### config.mk
export PLATFORM = sky130hd
export DESIGN_NAME = ihex_loader
export DESIGN_NICKNAME = d
export VERILOG_FILES = /design/src/rtl/ihex_loader.sv
export SDC_FILE = /design/constraint.sdc
export NUM_CORES = 1
export LEC_CHECK = 0
export BUFFER_PORTS_ARGS = -buffer_cell sky130_fd_sc_hd__clkbuf_2
export CORE_UTILIZATION = 35
export DETAILED_ROUTE_END_ITERATION = 8
export HOLD_SLACK_MARGIN = 0.02
export MAX_ROUTING_LAYER = met4
export PLACE_DENSITY = 0.57
export SLEW_MARGIN = 0
export SYNTH_ARGS = -nofsm -noshare
export SYNTH_HDL_FRONTEND = slang
export SYNTH_SLANG_ARGS = --single-unit
export TNS_END_PERCENT = 1
### constraint.sdc
create_clock -name clk_sys -period 6.5 [get_ports clk_sys]
set_clock_uncertainty 0.15 [all_clocks]
set_input_delay 1.3 -clock clk_sys [delete_from_list [all_inputs] [get_ports clk_sys]]
set_output_delay 1.3 -clock clk_sys [all_outputs]
set_load 0.05 [all_outputs]
### src/rtl/ihex_loader.sv
// rtl/ihex_loader.sv - Raw binary / Intel HEX image loader from the ioctl download stream into program memory
//
// Ports:
//   clk_sys, reset_n          system clock, asynchronous active-low reset
//   ioctl_download/wr/addr/dout/index
//                             download stream (one byte per ioctl_wr strobe)
//   mem_we/addr/bsel/data     one-cycle byte write into the target memory
//   busy, done                download in progress / finished until the next download
//   err_checksum/format/range sticky error flags, cleared when a new download starts
module ihex_loader #(
    parameter int          ADDR_W     = 15,
    parameter int          WORD_BYTES = 2,
    parameter int          IOCTL_AW   = 25,
    parameter logic [7:0]  RAW_INDEX  = 8'd0,
    localparam int         LOG2WB     = $clog2(WORD_BYTES),
    localparam int         BSEL_W     = (LOG2WB > 0) ? LOG2WB : 1,
    localparam int         MA_W       = ADDR_W - LOG2WB
) (
    input  logic                clk_sys,
    input  logic                reset_n,
    input  logic                ioctl_download,
    input  logic                ioctl_wr,
    input  logic [IOCTL_AW-1:0] ioctl_addr,
    input  logic [7:0]          ioctl_dout,
    input  logic [7:0]          ioctl_index,
    output logic                mem_we,
    output logic [MA_W-1:0]     mem_addr,
    output logic [BSEL_W-1:0]   mem_bsel,
    output logic [7:0]          mem_data,
    output logic                busy,
    output logic                done,
    output logic                err_checksum,
    output logic                err_format,
    output logic                err_range
);

    typedef enum logic [2:0] {
        S_IDLE, S_LEN, S_ADDR, S_TYPE, S_DATA, S_CSUM, S_EOF
    } state_t;

    state_t      state;
    logic        dl_q;
    logic        raw_mode;
    logic        eof_seen;
    logic        lo_nib;      // next hex digit completes a byte
    logic [3:0]  hi_nib;
    logic [7:0]  rec_len;
    logic [7:0]  rec_type;
    logic [7:0]  cnt;         // byte index within ADDR / DATA fields
    logic [7:0]  sum;
    logic [15:0] rec_addr;
    logic [15:0] data16;
    logic [31:0] base;

    logic        is_hex;
    logic [3:0]  nib;
    logic [7:0]  cur_byte;
    logic [7:0]  sum_next;
    logic [15:0] rec_off;
    logic [31:0] wr_addr;
    logic [7:0]  wr_data;
    logic        wr_en;
    logic        emit;
    logic        in_range;

    always_comb begin
        is_hex = 1'b1;
        nib    = 4'h0;
        if (ioctl_dout >= 8'h30 && ioctl_dout <= 8'h39)
            nib = ioctl_dout[3:0];
        else if ((ioctl_dout >= 8'h41 && ioctl_dout <= 8'h46) ||
                 (ioctl_dout >= 8'h61 && ioctl_dout <= 8'h66))
            nib = ioctl_dout[3:0] + 4'd9;
        else
            is_hex = 1'b0;
    end

    assign cur_byte = {hi_nib, nib};
    assign sum_next = sum + cur_byte;
    // Record offset wraps at 16 bits before the base is added.
    assign rec_off  = rec_addr + {8'h00, cnt};
    assign wr_addr  = raw_mode ? 32'(ioctl_addr) : base + {16'h0000, rec_off};
    assign wr_data  = raw_mode ? ioctl_dout : cur_byte;
    assign in_range = (wr_addr >> ADDR_W) == 32'd0;
    // Strobes are only honoured once the start edge has been registered.
    assign wr_en    = ioctl_wr & ioctl_download & dl_q;
    assign emit     = wr_en & (raw_mode |
                      (state == S_DATA && lo_nib && is_hex && rec_type == 8'h00));

    always_ff @(posedge clk_sys or negedge reset_n) begin
        if (!reset_n) begin
            state        <= S_IDLE;
            dl_q         <= 1'b0;
            raw_mode     <= 1'b0;
            eof_seen     <= 1'b0;
            lo_nib       <= 1'b0;
            hi_nib       <= 4'h0;
            rec_len      <= 8'h00;
            rec_type     <= 8'h00;
            cnt          <= 8'h00;
            sum          <= 8'h00;
            rec_addr     <= 16'h0000;
            data16       <= 16'h0000;
            base         <= 32'h0;
            mem_we       <= 1'b0;
            mem_addr     <= '0;
            mem_bsel     <= '0;
            mem_data     <= 8'h00;
            busy         <= 1'b0;
            done         <= 1'b0;
            err_checksum <= 1'b0;
            err_format   <= 1'b0;
            err_range    <= 1'b0;
        end else begin
            dl_q   <= ioctl_download;
            mem_we <= 1'b0;

            if (emit) begin
                if (in_range) begin
                    mem_we   <= 1'b1;
                    mem_addr <= MA_W'(wr_addr >> LOG2WB);
                    mem_bsel <= wr_addr[BSEL_W-1:0] & BSEL_W'(WORD_BYTES - 1);
                    mem_data <= wr_data;
                end else begin
                    err_range <= 1'b1;
                end
            end

            if (ioctl_download && !dl_q) begin
                busy         <= 1'b1;
                done         <= 1'b0;
                err_checksum <= 1'b0;
                err_format   <= 1'b0;
                err_range    <= 1'b0;
                base         <= 32'h0;
                eof_seen     <= 1'b0;
                state        <= S_IDLE;
                raw_mode     <= (ioctl_index == RAW_INDEX);
            end else if (!ioctl_download && dl_q) begin
                busy <= 1'b0;
                done <= 1'b1;
                if (!raw_mode && !eof_seen)
                    err_format <= 1'b1;
            end else if (wr_en && !raw_mode) begin
                case (state)
                    S_IDLE: begin
                        if (ioctl_dout == 8'h3A) begin
                            state  <= S_LEN;
                            sum    <= 8'h00;
                            lo_nib <= 1'b0;
                        end
                    end
                    S_EOF: ;
                    default: begin
                        if (!is_hex) begin
                            err_format <= 1'b1;
                            state      <= S_IDLE;
                        end else if (!lo_nib) begin
                            hi_nib <= nib;
                            lo_nib <= 1'b1;
                        end else begin
                            lo_nib <= 1'b0;
                            sum    <= sum_next;
                            case (state)
                                S_LEN: begin
                                    rec_len <= cur_byte;
                                    cnt     <= 8'h00;
                                    state   <= S_ADDR;
                                end
                                S_ADDR: begin
                                    if (cnt == 8'h00) begin
                                        rec_addr[15:8] <= cur_byte;
                                        cnt            <= 8'h01;
                                    end else begin
                                        rec_addr[7:0] <= cur_byte;
                                        state         <= S_TYPE;
                                    end
                                end
                                S_TYPE: begin
                                    rec_type <= cur_byte;
                                    cnt      <= 8'h00;
                                    if (cur_byte > 8'h05 ||
                                        ((cur_byte == 8'h02 || cur_byte == 8'h04) &&
                                         rec_len != 8'h02)) begin
                                        err_format <= 1'b1;
                                        state      <= S_IDLE;
                                    end else if (rec_len == 8'h00) begin
                                        state <= S_CSUM;
                                    end else begin
                                        state <= S_DATA;
                                    end
                                end
                                S_DATA: begin
                                    if (cnt == 8'h00)
                                        data16[15:8] <= cur_byte;
                                    else if (cnt == 8'h01)
                                        data16[7:0] <= cur_byte;
                                    cnt <= cnt + 8'd1;
                                    if (cnt + 8'd1 == rec_len)
                                        state <= S_CSUM;
                                end
                                S_CSUM: begin
                                    if (sum_next != 8'h00)
                                        err_checksum <= 1'b1;
                                    else if (rec_type == 8'h02)
                                        base <= {12'h000, data16, 4'h0};
                                    else if (rec_type == 8'h04)
                                        base <= {data16, 16'h0000};
                                    if (rec_type == 8'h01) begin
                                        eof_seen <= 1'b1;
                                        state    <= S_EOF;
                                    end else begin
                                        state <= S_IDLE;
                                    end
                                end
                                default: state <= S_IDLE;
                            endcase
                        end
                    end
                endcase
            end
        end
    end

endmodule

[Word-level counts from Yosys, hierarchy flattened]
Index checks and enable logic that the tools add are counted.
Word-level totals
  flip-flop bits (word level): 136
  input port bits: 45
  output and inout port bits: 29
  word-level logic and storage cells: 207
Cells by class
  $add $sub $neg: 5
  order comparisons: 7
  equal/unequal tests: 31
  multiplexer cells: 73
  bitwise logic cells: 10
  reductions and logical operators: 57
Operators with widths (number)
  $mux 32: 11
  $reduce_and 7->1: 6
  $mux 1: 40
  $mux 8: 5
  $reduce_and 8->1: 5
  $add 32x16->32: 1
  $logic_not 32->1: 1
  $logic_not 8->1: 4
  $mux 3: 10
  $pmux 8 s3: 1
  $reduce_bool 2->1: 10
  $reduce_and 6->1: 3
  $add 16x8->16: 1
  $eq 8x1->1 const B: 2
  $eq 8x2->1 const B: 2
  $eq 8x3->1 const B: 2
  $ge 8x7->1 const B: 2
  $le 8x7->1 const B: 2
  $pmux 8 s2: 1
  $pmux 3 s5: 1
  $logic_and 1x1->1: 11
  $ne 2x2->1 const B: 5
  $eq 3x3->1 const B: 3
  $reduce_and 9->1: 1
  other kinds (32): 53

[Longest topological paths before layout]
  word-level depth: 17
  gate-level depth with buffers: 22
  gate-level depth less buffers: 21

[Least setup slack after synthesis]
Ideal clock, no wire load.
  path type: input -> register
  start: input port ioctl_dout[0]
  end: register base[10]
  library setup time: 0.121 ns
  data arrival time: 5.097 ns
  required time: 6.229 ns
  slack: 1.132 ns
  stages: 19
  path buffers: 2
  path through: inv_1 > ha_1 > o21bai_1 > a21oi_1 > mux2i_1 > or2_2 > clkbuf_1 > inv_1 > ha_1 > a21o_1 > a21oi_1 > o21bai_1 > a2111oi_0 > nor3_1 > xnor2_1 > nand4_1 > a21o_1 > clkbuf_1 > a22o_1
On the way
  longest elaborated chain between the ends: 9
  elaborated cells between the ends (all ways): 20
  those cells by class: add/sub: 2; order compare: 6; eq/ne: 1; mux: 4; reduce/logical: 7
RTL lines
  start: declaration: RTL line 24  | input logic [7:0] ioctl_dout,
  $ge 8x7->1 (tied with other cells): RTL line 71  | else if ((ioctl_dout >= 8'h41 && ioctl_dout <= 8'h46) ||
  $logic_and 1x1->1, on equally long branches: RTL line 71, 72
  $logic_or 1x1->1: RTL line 71
  $mux 4: RTL line 71
  $mux 4 *: RTL line 69  | if (ioctl_dout >= 8'h30 && ioctl_dout <= 8'h39)
  net nib[1]: RTL line 56  | logic [3:0] nib;
  $add 8x8->8 *: RTL line 79  | assign sum_next = sum + cur_byte;
  $reduce_bool 8->1 *: RTL line 203  | if (sum_next != 8'h00)
  $ne 2x2->1 (no line) *
  $reduce_and 8->1 (no line) *
  end signal: assignment: RTL line 206  | base <= {12'h000, data16, 4'h0};
  end signal: assignment: RTL line 208  | base <= {data16, 16'h0000};
  end: declaration: RTL line 53  | logic [31:0] base;
Mark *: on every way through the listed nets, which the timed path passes. The rest lies on a longest branch.
A chain may end at the register's enable or synchronous reset.

[Worst setup path after layout]
  start: register cnt[0]
  end: register mem_addr[7]
On the way
  longest elaborated chain between the ends: 5
RTL lines
  start: declaration: RTL line 49  | logic [7:0] cnt;
  start signal: assignment: RTL line 198  | cnt <= cnt + 8'd1;
  $add 16x8->16 *: RTL line 81  | assign rec_off = rec_addr + {8'h00, cnt};
  $add 32x16->32 *: RTL line 82  | assign wr_addr = raw_mode ? 32'(ioctl_addr) : base + {16'h0000, rec_off};
  $mux 32 *: RTL line 82
  $logic_not 32->1: RTL line 84  | assign in_range = (wr_addr >> ADDR_W) == 32'd0;
  $reduce_and 2->1 (no line)
  end signal: assignment: RTL line 121  | mem_addr <= MA_W'(wr_addr >> LOG2WB);
  end: declaration: RTL line 27  | output logic [MA_W-1:0] mem_addr,
Mark *: on every way between the ends. The rest lies on a longest branch, timed or not.

==> flow_metrics.env <==
export IMPL_drive_above_1_share_pct=14.9
export IMPL_async_reset_ff_share_pct=100
export IMPL_reg2reg_depth=22
export IMPL_mean_number_of_vias_per_cell=5.57
export IMPL_critical_path_most_common_cell="sky130_fd_sc_hd__a21oi_1"
export IMPL_ant_nets=0
export IMPL_holdPathStages=2
export IMPL_ctsHoldBuffers=0
export IMPL_hp_class="reg -> reg"
export IMPL_worst_slew_pin_transition_ns=0.935
export IMPL_slew_limit_headroom_pct=37.2
export IMPL_grt_setup_unrepaired="false"
export IMPL_die_area_um2=23500
export IMPL_ys_types=76
export IMPL_rr_endpoint="mem_addr[7]"
export IMPL_initial_drc_count=627
export IMPL_yosys_area_share_adder_pct=6.50
export IMPL_grt_max_degree=75
export IMPL_slowest_cell_on_the_critical_path="sky130_fd_sc_hd__dfrtp_1"
export IMPL_cellLeakagePower_uw=0.00405
export IMPL_cts_buffer_count=17
export IMPL_synth_top_family_by_area="compound AO/OA/AOI/OAI gates"
export IMPL_cts_reportedPaths_clkPinSlew_ns=0.06
export IMPL_global_route_wire_length_before_repair_mm=35.0
export IMPL_synth_ff_type="sky130_fd_sc_hd__dfrtp_1"
export IMPL_hold_worst_slack_ns=0.330
export IMPL_ctsRootBufferMaster="sky130_fd_sc_hd__clkbuf_16"
export IMPL_crit_path_cell_trace="ha_1, fa_1, a21o_1, a21oi_1, o21bai_1, a21oi_1, o21bai_1, a21oi_1, nor2_1, and3_1, xor2_1, ha_1, and4_2, and4bb_1, a211o_2, a21oi_4, o21ai_1, a2111oi_4, buf_4, nand4b_4, a222oi_1, o31ai_1"
export IMPL_grt_pass1_vias=6262
export IMPL_synth_top_cells_by_area="sky130_fd_sc_hd__dfrtp_1 41%, sky130_fd_sc_hd__ha_1 5.6%, sky130_fd_sc_hd__o21ai_0 5.4%, sky130_fd_sc_hd__nand2_1 4.6%, sky130_fd_sc_hd__xor2_1 2.8%"
export IMPL_run_status="complete, no violations"
export IMPL_synth_area_in_compound_gates_pct=22.7
export IMPL_starting_utilization_of_the_core_area_pct=36.2
export IMPL_worstPathRequired_ns=6.63
export IMPL_worstHoldStart="rec_type[4]"
export IMPL_die_height_um=153
export IMPL_worst_setup_path_start_kind="flop"
export IMPL_synthesis_instances=860
export IMPL_synthesis_yosys_warnings=0
export IMPL_beginning_of_the_worst_register_to_register_path="cnt[0]"
export IMPL_part_of_the_yosys_area_used_for_sequential_elements_pct=41.2
export IMPL_gr_usage_all_layers_pct=19.7
export IMPL_dp_final_hpwl_mm=15.9
export IMPL_postSynthAreaPerCell_um2=9.32
export IMPL_cts_max_path_buffers=2
export IMPL_cts_tree="yes"
export IMPL_drt_drc_violations_left=0
export IMPL_vdd_drop_max_v=0.000160
export IMPL_arrival_time_of_data_at_the_critical_path_endpoint_ns=6.20
export IMPL_vias=6790
export IMPL_power_density_nw_per_um2=229
export IMPL_yosys_cell_count_top_type="sky130_fd_sc_hd__dfrtp_1"
export IMPL_drt_first_pass_iters=8
export IMPL_cts_htree_levels=4
export IMPL_worstSetupEndpointType="flop"
export IMPL_num_antenna_cells=0
export IMPL_timing_critical_path_fanout_max=12
export IMPL_clock_sink_count=132
export IMPL_hold_end="rec_type[4]"
export IMPL_synth_xor_area_share_pct=5.14
export IMPL_row_count=54
export IMPL_die_w_um=153
export IMPL_clock_fmax_mhz=165
export IMPL_number_of_antenna_violations_at_the_first_check_in_global_routing=0
export IMPL_floorplan_core_area_um2=22200
export IMPL_postSynthRegisterBits=132
export IMPL_synth_simple_area_share_pct=18.7
export IMPL_finalSetupViolations=0
export IMPL_finalCriticalPeriod_ns=6.07
export IMPL_yosys_area_top_type="sky130_fd_sc_hd__dfrtp_1"
export IMPL_layout_nets=1010
export IMPL_maxCapViolCount=0
export IMPL_number_of_synthesized_flops_with_an_enable_pin=0
export IMPL_setup_tns_after_final_layout_ns=0
export IMPL_synth_area_um2=8010
export IMPL_critPathMaxStageDelay_ns=0.51
export IMPL_floorplan_io_pins=74
export IMPL_r2r_setup_slk_ns=0.43
export IMPL_synth_fp_nets=944
export IMPL_yosys_top_cells_count="132 x sky130_fd_sc_hd__dfrtp_1, 99 x sky130_fd_sc_hd__nand2_1, 86 x sky130_fd_sc_hd__o21ai_0"
export IMPL_postRouteWirelength_mm=22.4
export IMPL_area_delta_synth_final_pct=16.3
export IMPL_overflow=0
export IMPL_type_of_the_worst_setup_path="reg -> reg"
export IMPL_synth_top_cell_area_share_pct=41.2
export IMPL_gp_congestion=0.890
export IMPL_wl_per_cell_um=18.3
export IMPL_muxShareOfSynthArea_pct=1.25
export IMPL_report_final_hold_viol_count=0
export IMPL_layout_worst_path_cycle_share_pct=93.4
export IMPL_buffer_ports_inserted=73
export IMPL_slew_violations=0
export IMPL_insertion_delay_ns=0.42
## power by group
part / total, uW / switching, uW / internal, uW
clock: 1080 / 360 / 720
combinational: 193 / 136 / 57.2
sequential: 858 / 19.6 / 838
## critical path: cells and delay by family, from the launching register on
| family | cells | cell delay [ns] |
|---|---|---|
| buf+inv | 1 | 0.22 |
| xor+xnor | 1 | 0.15 |
| flops | 1 | 0.51 |
| compound gates | 12 | 2.75 |
| simple gates | 5 | 1.06 |
| fa+ha+maj | 3 | 1.09 |
## sequential cells by signal, summed over array words and instances, names as in the netlist, 3 cells and up
register and count:
base 28, cnt 8, data16 16, hi_nib 4, mem_addr 14, mem_data 8, rec_addr 16, rec_len 8
rec_type 8, state 3, sum 8
## final cells by class
cell class / instances / area [um2]
clock buffers: 23 / 488
clock inverters: 9 / 173
fillers: 2178 / 12800
inverters: 41 / 154
multi-input cells: 649 / 4390
flip-flops and latches: 132 / 3300
well taps: 280 / 350
repair buffers: 85 / 462
## how the worst max path moves through the flow
stage / to / start
2_1_floorplan: base[10] / ioctl_dout[0]
3_3_place_gp: mem_addr[9] / cnt[0]
3_5_place_dp: mem_addr[8] / cnt[0]
4_1_cts: mem_addr[8] / cnt[0]
5_1_grt: mem_addr[5] / cnt[0]
6_report: mem_addr[7] / cnt[0]
## what timing repair did
action                                  in CTS  in global routing
endpoints found under the setup margin       0                 24
setup buffers                                0                  2
resized for setup                            0                  3
## placed cells by master (no fill, tap or decap), types with 20 or more instances in the layout
cell,n
sky130_fd_sc_hd__nand3_1,22
sky130_fd_sc_hd__dfrtp_1,131
sky130_fd_sc_hd__xor2_1,26
sky130_fd_sc_hd__nand2_1,99
sky130_fd_sc_hd__ha_1,36
sky130_fd_sc_hd__inv_1,40
sky130_fd_sc_hd__nor3_1,20
sky130_fd_sc_hd__xnor2_1,21
sky130_fd_sc_hd__a21oi_1,42
sky130_fd_sc_hd__o31ai_1,27
sky130_fd_sc_hd__nor2_1,41
sky130_fd_sc_hd__a22o_1,24
sky130_fd_sc_hd__o21ai_0,86
sky130_fd_sc_hd__clkbuf_2,72
## logic make-up after synthesis
logic type,Yosys count
adder cells (fa/ha/maj),40
AO/OA/AOI/OAI,264
AND/OR/NAND/NOR,287
XOR/XNOR,47
buffers and inverters,80
multiplexers,10
flip-flops,132
## metrics by stage
stage	instances	util, %	instance area, um2	total power (uW)	setup slack [ns]
final	1219	42.1	9320	2130	0.432
after global routing	1219	42.1	9320	2210	0.110
after CTS	1216	41.8	9270	2150	0.327
after detailed placement	1184	38.8	8610	1070	0.365
after global placement	1184	38.8	8610	1070	0.457
after floorplan	860	-	8010	984	1.13
## per-layer routing
layer	part of all wire [%]	up-vias	GRT usage [%]
met5	0	-	-
met4	1.2	0	5.34
met3	4.9	21	3.40
met2	47	203	30.2
met1	47	3254	26.7
li1	-	3312	-
(Power assumes the default switching activity.)
